<file path="config.mk">
export PLATFORM = sky130hd
export DESIGN_NAME = instruction_fetch
export DESIGN_NICKNAME = d
export VERILOG_FILES = /design/src/rtl/cpu_pkg.sv /design/src/rtl/instruction_fetch.sv
export SDC_FILE = /design/constraint.sdc
export NUM_CORES = 1
export LEC_CHECK = 0
export CAP_MARGIN = 25
export CORE_MARGIN = 2
export CORE_UTILIZATION = 35
export CTS_BUF_LIST = sky130_fd_sc_hd__clkbuf_16
export DETAILED_ROUTE_END_ITERATION = 10
export HOLD_SLACK_MARGIN = 0.15
export SLEW_MARGIN = 40
export SYNTH_ARGS = -nofsm -noshare
export SYNTH_HDL_FRONTEND = slang
export SYNTH_SLANG_ARGS = --single-unit
</file>
<file path="constraint.sdc">
create_clock -name clk -period 4.2 [get_ports clk]
set_input_delay 0.42 -clock clk [delete_from_list [all_inputs] [get_ports clk]]
set_output_delay 0.42 -clock clk [all_outputs]
set_load 0.02 [all_outputs]
</file>
<file path="src/rtl/cpu_pkg.sv">
// Shared CPU definitions: opcode encodings, fetch state encoding and the
// opcode length decode used by both instruction fetch and the control unit.
package cpu_pkg;

  localparam logic [7:0] OP_NOP    = 8'h00;
  localparam logic [7:0] OP_ADD    = 8'h01;
  localparam logic [7:0] OP_SUB    = 8'h02;
  localparam logic [7:0] OP_MOV_RA = 8'h04;
  localparam logic [7:0] OP_MOV_AR = 8'h05;
  localparam logic [7:0] OP_MOV_IR = 8'h06;
  localparam logic [7:0] OP_JMP    = 8'h07;
  localparam logic [7:0] OP_CLR    = 8'h12;

  typedef enum logic [1:0] {
    S_OP   = 2'd0,
    S_A    = 2'd1,
    S_B    = 2'd2,
    S_HOLD = 2'd3
  } fetch_state_t;

  typedef struct packed {
    logic [1:0] len;
    logic       illegal;
  } op_info_t;

  // Unknown opcodes are treated as single-byte so fetch never stalls on them.
  function automatic op_info_t op_len(input logic [7:0] op);
    op_info_t info;
    info.len     = 2'd1;
    info.illegal = 1'b0;
    case (op)
      OP_NOP, OP_CLR:                  info.len = 2'd1;
      OP_ADD, OP_SUB, OP_JMP:          info.len = 2'd2;
      OP_MOV_RA, OP_MOV_AR, OP_MOV_IR: info.len = 2'd3;
      default:                         info.illegal = 1'b1;
    endcase
    return info;
  endfunction

endpackage

</file>
<file path="src/rtl/instruction_fetch.sv">
// Program-memory reader: walks the PC one byte per cycle, assembles a
// 1-3 byte instruction and hands it to the control unit over valid/ready.
module instruction_fetch
  import cpu_pkg::*;
#(
  parameter int                ADDR_W   = 8,
  parameter int                DATA_W   = 8,
  parameter logic [ADDR_W-1:0] RESET_PC = '0
) (
  input  logic              clk,
  input  logic              rst,
  output logic [ADDR_W-1:0] pm_addr,
  input  logic [DATA_W-1:0] pm_data,
  output logic              instr_valid,
  input  logic              instr_ready,
  output logic [DATA_W-1:0] opcode,
  output logic [DATA_W-1:0] operand_a,
  output logic [DATA_W-1:0] operand_b,
  output logic [1:0]        instr_len,
  output logic [ADDR_W-1:0] instr_pc,
  output logic              illegal
);

  fetch_state_t      state;
  fetch_state_t      state_next;
  logic [ADDR_W-1:0] pc;
  op_info_t          dec;
  logic              ld_op;
  logic              ld_a;
  logic              ld_b;

  assign dec     = op_len(pm_data);
  assign pm_addr = pc;

  always_ff @(posedge clk or posedge rst) begin
    if (rst) begin
      state <= S_OP;
    end else begin
      state <= state_next;
    end
  end

  always_comb begin
    state_next = state;
    case (state)
      S_OP:    state_next = (dec.len >= 2'd2) ? S_A : S_HOLD;
      S_A:     state_next = (instr_len == 2'd3) ? S_B : S_HOLD;
      S_B:     state_next = S_HOLD;
      S_HOLD:  state_next = instr_ready ? S_OP : S_HOLD;
      default: state_next = S_OP;
    endcase
  end

  always_comb begin
    ld_op = 1'b0;
    ld_a  = 1'b0;
    ld_b  = 1'b0;
    case (state)
      S_OP:    ld_op = 1'b1;
      S_A:     ld_a  = 1'b1;
      S_B:     ld_b  = 1'b1;
      default: ;
    endcase
  end

  // JMP retargets the PC on the same edge that captures its operand, so the
  // fetch after the handshake already reads from the jump target.
  always_ff @(posedge clk or posedge rst) begin
    if (rst) begin
      pc          <= RESET_PC;
      instr_valid <= 1'b0;
      opcode      <= '0;
      operand_a   <= '0;
      operand_b   <= '0;
      instr_len   <= 2'd1;
      instr_pc    <= RESET_PC;
      illegal     <= 1'b0;
    end else begin
      instr_valid <= (state_next == S_HOLD);
      if (ld_op) begin
        opcode    <= pm_data;
        instr_pc  <= pc;
        operand_a <= '0;
        operand_b <= '0;
        instr_len <= dec.len;
        illegal   <= dec.illegal;
        pc        <= pc + ADDR_W'(1);
      end
      if (ld_a) begin
        operand_a <= pm_data;
        pc        <= (opcode == OP_JMP) ? ADDR_W'(pm_data) : pc + ADDR_W'(1);
      end
      if (ld_b) begin
        operand_b <= pm_data;
        pc        <= pc + ADDR_W'(1);
      end
    end
  end

endmodule

</file>
* Yosys cells after proc, flatten, opt, wreduce, memory -nomap -nowiden
Index checks and enable logic that the tools add are counted.
** Word-level totals
- Logic and storage cells :: 48
- Register bits after elaboration :: 46
- Output and inout bits :: 44
** Operators by class
- Magnitude comparators :: 1
- Add/sub/neg operators :: 1
- Reductions and logical operators :: 8
- Muxes and demuxes :: 16
- Equality and inequality tests :: 13
** Operators with widths (number)
- 2-to-1 mux 8 bit :: 7
- equality test 8 x 3 -> 1 bit (second input constant) :: 5
- adder 8 x 1 -> 8 bit (second input constant) :: 1
- equality test 2 bit (second input constant) :: 4
- equality test 8 x 1 -> 1 bit (second input constant) :: 1
- equality test 8 x 2 -> 1 bit (second input constant) :: 1
- equality test 8 x 5 -> 1 bit (second input constant) :: 1
- logical NOT 8 bit :: 1
- one-hot mux 2 bit (4 select lines) :: 1
- OR reduction 8 bit :: 1
- OR reduction 3 bit :: 2
- 2-to-1 mux 1 bit :: 5
- 2-to-1 mux 2 bit :: 2
- one-hot mux 2 bit (2 select lines) :: 1
- nonzero test 2 bit :: 2
- nonzero test 3 bit :: 1
- equality test 2 x 1 -> 1 bit (second input constant) :: 1
- greater-or-equal comparator 2 bit (second input constant) :: 1
- logical NOT 2 bit :: 1

* Logic depth before layout (Yosys ltp)
Gate-level depths: netlist of run 1.
- Depth after elaboration :: 7
- Mapped depth :: 7

* Least setup slack after synthesis of run 1
No wires, ideal clock.
- Kind :: reg-to-reg
- Start point :: reg opcode[5]
- End point :: reg pc[6] (netlist: pm_addr[6])
- Data arrival time :: 1.372 ns
- Setup time :: 0.123 ns
- Cell stages (with the launch flop) :: 5
- Path buffers :: 1
- Slack :: 2.705 ns
- Path through :: dfrtp_1 > nor4b_4 > nand3_4 > buf_4 > o221a_1
** Between the ends
- Longest elaborated chain between the ends :: 4
** RTL lines
- start: declaration :: line instruction_fetch.sv:16 : output logic [DATA_W-1:0] opcode,
- start signal: assignment :: line instruction_fetch.sv:81 : opcode <= pm_data;
- equality test 8 x 3 -> 1 bit :: line instruction_fetch.sv:91 : pc <= (opcode == OP_JMP) ? ADDR_W'(pm_data) : pc + ADDR_W'(1);
- 2-to-1 mux 8 bit :: line instruction_fetch.sv:91
- 2-to-1 mux 8 bit :: line instruction_fetch.sv:89 : if (ld_a) begin
- 2-to-1 mux 8 bit :: line instruction_fetch.sv:93 : if (ld_b) begin
- end signal: assignment :: line instruction_fetch.sv:87 : pc <= pc + ADDR_W'(1);
- end signal: assignment :: line instruction_fetch.sv:91
- end signal: assignment :: line instruction_fetch.sv:95 : pc <= pc + ADDR_W'(1);
- end: declaration :: line instruction_fetch.sv:26 : logic [ADDR_W-1:0] pc;
Every way passes these cells.
A chain may end at the register's enable or synchronous reset.

* Worst setup path in the final report of run 1
- Start point :: reg state[0]
- End point :: reg pc[7] (netlist: pm_addr[7])
** Between the ends
- Longest elaborated chain between the ends :: 4
- Elaborated cells between the ends (all ways) :: 9
- Those cells by class :: 2 x eq/ne; 5 x mux; 2 x reduce/logical
** RTL lines
- start: declaration :: line instruction_fetch.sv:24 : fetch_state_t state;
- start signal: assignment :: line instruction_fetch.sv:39 : state <= state_next;
- equality test 2 x 1 -> 1 bit :: line instruction_fetch.sv:58 : case (state)
- 2-to-1 mux 1 bit :: line instruction_fetch.sv:58
- 2-to-1 mux 8 bit :: line instruction_fetch.sv:89
- 2-to-1 mux 8 bit :: line instruction_fetch.sv:93
Several ways; a longest one is shown, not always the timed one.

==> results of run 1 <==
==> metal layers <==
layer,track usage,vias to the layer above,part of all wire
li1,-,723,-
met1,0.220,763,0.47
met2,0.253,41,0.48
met3,0.0337,2,0.052
met4,0.0661,0,0.0056
met5,0,-,0
==> layout make-up <==
type,count,share of cell area
Tap cell,72,0.0324
Clock buffer,5,0.0450
Clock inverter,3,0.0135
Sequential cell,46,0.414
Timing Repair Buffer,54,0.194
Multi-Input combinational cell,110,0.297
Inverter,2,0.00360
==> tightest hold or removal path, stage by stage (launching register included) <==
cell	delay (ns)
dfrtp_1	0.34
nand2_1	0.05
o21ai_1	0.06
==> through the flow <==
step	worst slack [ns]	hold slack (ns)	area [µm²]
2_1_floorplan	2.69	0.507	2030
4_1_cts	2.05	0.490	2780
3_3_place_gp	2.09	0.469	2620
5_1_grt	1.86	0.518	2780
6_report	2.05	0.485	2780
3_5_place_dp	2.08	0.475	2620
==> cells in the final DEF, fill, tap and decap left out, types with 2 or more instances in the layout <==
cell type	netlist	layout
o21ai_0	2	2
nand2b_1	2	2
nand2_1	18	18
nor3_1	4	4
o21ai_1	3	3
inv_1	2	3
mux2_1	6	6
clkdlybuf4s50_1	0	54
nor4_1	2	2
nor2_1	6	6
o22ai_1	2	2
a22o_1	13	13
nor2b_1	2	2
nand3_1	4	4
mux2i_1	4	4
clkbuf_16	0	5
a21oi_1	7	7
dfrtp_1	45	45
mux2_2	11	11
nand4_1	3	3
==> cell families after synthesis <==
logic type                 Yosys count  synth area share
buffers and inverters               11            0.0259
adders and majority gates            1           0.00616
DFF                                 46             0.567
AOI/OAI and AO/OA                   38             0.145
muxes                               21             0.114
and+or+nand+nor                     50             0.141
==> synth_stat cells, types with 2 or more instances <==
| library cell | count |
|---|---|
| a22o_1 | 13 |
| a21oi_1 | 7 |
| nand4_1 | 3 |
| o22ai_1 | 2 |
| nand3_1 | 4 |
| buf_4 | 2 |
| inv_1 | 2 |
| mux2_2 | 11 |
| mux2i_1 | 4 |
| o21ai_0 | 2 |
| nor2b_1 | 2 |
| o21ai_1 | 3 |
| buf_2 | 3 |
| clkbuf_1 | 3 |
| dfrtp_1 | 45 |
| nand2b_1 | 2 |
| nand2_1 | 18 |
| mux2_1 | 6 |
| nor4_1 | 2 |
| nor2_1 | 6 |
| nor3_1 | 4 |
==> where the power goes <==
group	switching (µW)	internal [µW]	total (µW)
registers	122	562	684
clock network	154	276	430
logic	300	326	625
total	575	1160	1740
==> worst max-delay path by stage <==
stage          slack (ns)      from  cells past startpoint    endpoint
2_1_floorplan        2.69       rst                      1     illegal
3_3_place_gp         2.09  state[0]                      4  pm_addr[7]
3_5_place_dp         2.08  state[0]                      4  pm_addr[7]
4_1_cts              2.05  state[0]                      4  pm_addr[7]
5_1_grt              1.86  state[0]                      4  pm_addr[0]
6_report             2.05  state[0]                      4  pm_addr[7]
==> sequential cells by signal, indices dropped and copies added (netlist names) <==
register and flops:
opcode 8, state 2, illegal 1, instr_pc 8, pm_addr 8, operand_a 8, instr_valid 1, instr_len 2
operand_b 8
==> impl_metrics.tcl, run 1 <==
set metrics [dict create \
    clock_skew_ns 0.00286 \
    dieHeight_um 80.2 \
    critical-path-top-delay-family "simple AND/OR/NAND/NOR gates" \
    routedWlPerCell_um 16.4 \
    hp-start "operand_a[1]" \
    antenna_found_initial 0 \
    grt_pass1_wl_um 7860 \
    synthArstFlopShare 1.00 \
    synth_flop_cell "dfrtp_1" \
    end_kind "flip-flop" \
    final_cells 292 \
    ys_ff_latch 46 \
    coreArea_um2 5540 \
    crit-reg2reg-launch "state[0]" \
    antennaDiodeCount 0 \
    finalNetCount 231 \
    slowest_delay_ns 0.81 \
    routed_wl_um 4790 \
    cts_buffers 5 \
    reg2reg_depth 4 \
    ctsResizeCount 0 \
    path_buf_inv 0 \
    cts-hold-fix-buffers 0 \
    place_inst 284 \
    vias 1529 \
    cp_slowest_cell "dfrtp_1" \
    ir_drop_uv 328 \
    clock_path_buffers 2 \
    synth_top_area_frac 0.555 \
    worstSetupStartpointType "flip-flop" \
    timing.setup.tns_ns 0 \
    drive_above_1_share 0.114 \
    numPortBuffers 54 \
    reg2reg_to "pm_addr[7]" \
    status "finished clean" \
    power_leakage_uw 0.00117 \
    htreeDepth 2 \
    place_hpwl_um 3320 \
    cp_max_fo 23 \
    rsz0062_at_grt "no" \
    period_needed_ns 2.15 \
    reg2reg_slack_ns 2.05 \
    ios 55 \
    grt_pass1_vias 1560 \
    synth_edf_count 0 \
    hold_class "flip-flop to flip-flop" \
    fin_crit_sh 0.513 \
    gp_congestion 0.821 \
    drv_cap 0 \
    cts_tree "yes" \
    slew_violations 0 \
    slew_headroom 0.520 \
    syn_area_per_cell_um2 12.2 \
    die_w_um 80.2 \
    postRouteAntennaNets 0 \
    grt_overflow 0 \
    powerDensity_nw_per_um2 625 \
    cts_root_buf "clkbuf_16" \
    hold_end "operand_a[1]" \
    area.growth.synth_to_final_pct 37.0 \
    drtIter0Drc 116 \
    required_ns 4.42 \
    post-route-util 0.502 \
    placementRows 27 \
    cts_sinks 46 \
    dr.pass1.iters 4 \
    hold_depth 2 \
    synth.distinct_cells 44 \
    synthCells 167 \
    nFillCells 528 \
    ys_seq_area_frac 0.567 \
    p_total_uw 1740 \
    yosys_warnings 0 \
    cp.arrival_ns 2.37 \
    multi_input_area_um2 826 \
    setup_viol 0 \
    synth_area_leaders "dfrtp_1 55%, mux2_2 6.1%, a22o_1 5.6%" \
    drc 0 \
    start_util 0.367 \
    yosysTopAreaCell "dfrtp_1" \
    worstSetupPathType "flip-flop to flip-flop" \
    post-cts-setup-buffers 0 \
    grtUsageTotal 0.162 \
    syn_nets 179 \
    dieArea_um2 6430 \
    clkLatencyLatePin_ns 0.28 \
    fmax_ghz 0.464 \
    viasPerCell 5.24 \
    seqCellArea_um2 1150 \
    finalHoldViolations 0 \
    worstPathCellList "nor2b_1, nand3_4, o2bb2a_1, nand3_1" \
    path_clk_slew_ns 0.06 \
    grt_max_degree 47 \
    synth_area_um2 2030 \
    worstMarginPinSlew_ns 0.720 \
]
Power figures use the tool's default switching activity.
==> run 2: changes to the inputs <==
==> constraint.sdc (replaced) <==
create_clock -name clk -period 1.96 [get_ports clk]
set_input_delay 0.196 -clock clk [delete_from_list [all_inputs] [get_ports clk]]
set_output_delay 0.196 -clock clk [all_outputs]
set_load 0.02 [all_outputs]
==> run 2 against run 1 <==
- wire length grew 5.5%
- global-route usage up 1.4 points
- first-iteration DRC count is 7.8% lower
- cell area is 3.6% higher
- sequential power is 110% higher
- non-clock buffer count is 11 higher
- register-to-register slack lost 1.7 ns
- flip-flop and latch count is the same
- critical path type is now flip-flop to output port
- combinational power is 120% higher
- core utilization increased by 1.8 points
- power rose by 120%
- clock-buffer cell count stayed put
==> impl_metrics.tcl, run 2 (synthesis results as in run 1) <==
set metrics [dict create \
    htreeDepth 2 \
    numPortBuffers 54 \
    grt_pass1_wl_um 8550 \
    path_buf_inv 1 \
    clock_skew_ns 0.00817 \
    worstMarginPinSlew_ns 0.532 \
    cp_slowest_cell "clkdlybuf4s50_1" \
    layout_commonest_cell "clkdlybuf4s50_1" \
    vias 1552 \
    layout_common_cells "54 x clkdlybuf4s50_1, 45 x dfrtp_1, 18 x nand2_1" \
    ctsResizeCount 0 \
    clkLatencyLatePin_ns 0.29 \
    rsz0062_at_grt "no" \
    postRouteAntennaNets 0 \
    worstPathCellList "clkdlybuf4s50_1" \
    grt_use_met2 0.252 \
    design_area_um2 2880 \
    required_ns 1.76 \
    fin_crit_sh 0.844 \
    reg2reg_depth 2 \
    worstSetupStartpointType "flip-flop" \
    grt_max_degree 28 \
    grt.met1_usage 0.260 \
    cts_sinks 46 \
    area.growth.synth_to_final_pct 41.9 \
    viasPerCell 5.12 \
    place_area_um2 2710 \
    ios 55 \
    dr.pass1.iters 4 \
    fmax_ghz 0.604 \
    cts_root_buf "clkbuf_16" \
    timing.setup.tns_ns 0 \
    holdWs_ns 0.253 \
    routed_wl_um 5060 \
    slew_headroom 0.646 \
    nFillCells 518 \
    end_kind "output port" \
    placementRows 27 \
    grt_most_used_layer "met1" \
    slew_violations 0 \
    path_clk_slew_ns 0.06 \
    coreArea_um2 5540 \
    status "finished clean" \
    antenna_found_initial 0 \
    post-cts-setup-buffers 0 \
    cp_num_cells 1 \
    grtUsageTotal 0.176 \
    drc 0 \
    grt_util_met3 0.0427 \
    grt_overflow 0 \
    slowest_delay_ns 0.67 \
    critical-path-top-delay-family "buffers and inverters" \
    clock_path_buffers 2 \
    worstSetupPathType "flip-flop to output port" \
    cts-hold-fix-buffers 0 \
    drtIter0Drc 107 \
    reg2reg_to "opcode[0]" \
    multi_input_area_um2 826 \
    place_hpwl_um 3660 \
    dieArea_um2 6430 \
    cts_buffers 5 \
    hold_class "primary input to asynchronous set/reset pin" \
    finalHoldViolations 0 \
    start_util 0.367 \
    drive_above_1_share 0.165 \
    ir_drop_uv 666 \
    cp_max_fo 10 \
    period_needed_ns 1.66 \
    p_total_uw 3810 \
    power_leakage_uw 0.00121 \
    cp.arrival_ns 1.46 \
    drv_cap 0 \
    reg2reg_slack_ns 0.35 \
    seqCellArea_um2 1150 \
    antennaDiodeCount 0 \
    crit-reg2reg-launch "state[1]" \
    crit_path_end "pm_addr[2]" \
    cts_tree "yes" \
    grt_pass1_vias 1570 \
    powerDensity_nw_per_um2 1320 \
    dieHeight_um 80.2 \
    crit_start "pm_addr[2]" \
    gp_congestion 0.801 \
    die_w_um 80.2 \
    finalNetCount 242 \
    setup_viol 0 \
    routedWlPerCell_um 16.7 \
]
==> run 2: how the worst min path moves through the flow <==
stage	from	endpoint	slack, ns	cells after the start
4_1_cts	rst	instr_pc[2]	0.27	2
3_3_place_gp	operand_a[1]	operand_a[1]	0.47	2
6_report	rst	pm_addr[2]	0.25	2
5_1_grt	rst	instr_len[1]	0.30	2
2_1_floorplan	instr_ready	state[1]	0.28	1
3_5_place_dp	operand_a[1]	operand_a[1]	0.47	2
==> run 2: final cells by class <==
cell class / count / area share
clock inverter: 3 / 0.0156
clock buffer: 5 / 0.0434
sequential: 46 / 0.400
inverter: 2 / 0.00261
multi-input combinational: 110 / 0.287
tap: 72 / 0.0313
timing repair buffer: 65 / 0.221
==> run 2: stage by stage <==
stage                     std cells  utilization  worst slack (ns)
after detailed placement        295        0.489             0.245
after CTS                       303        0.520             0.299
final                           303        0.520             0.305
after global placement          295        0.489             0.273
after global routing            303        0.520             0.221
after floorplan                 167            -             0.465
==> run 2: report_power, final <==
part           switching (µW)  internal, µW
combinational             667           719
sequential                245          1200
clock                     376           601
==> run 2: per-layer routing <==
metal  up-vias  wire length, µm  part of all wire
met5         -                0                 0
met4         0               72             0.014
met3         6              258             0.051
met2        47             2270              0.45
met1       756             2460              0.49
li1        743                -                 -
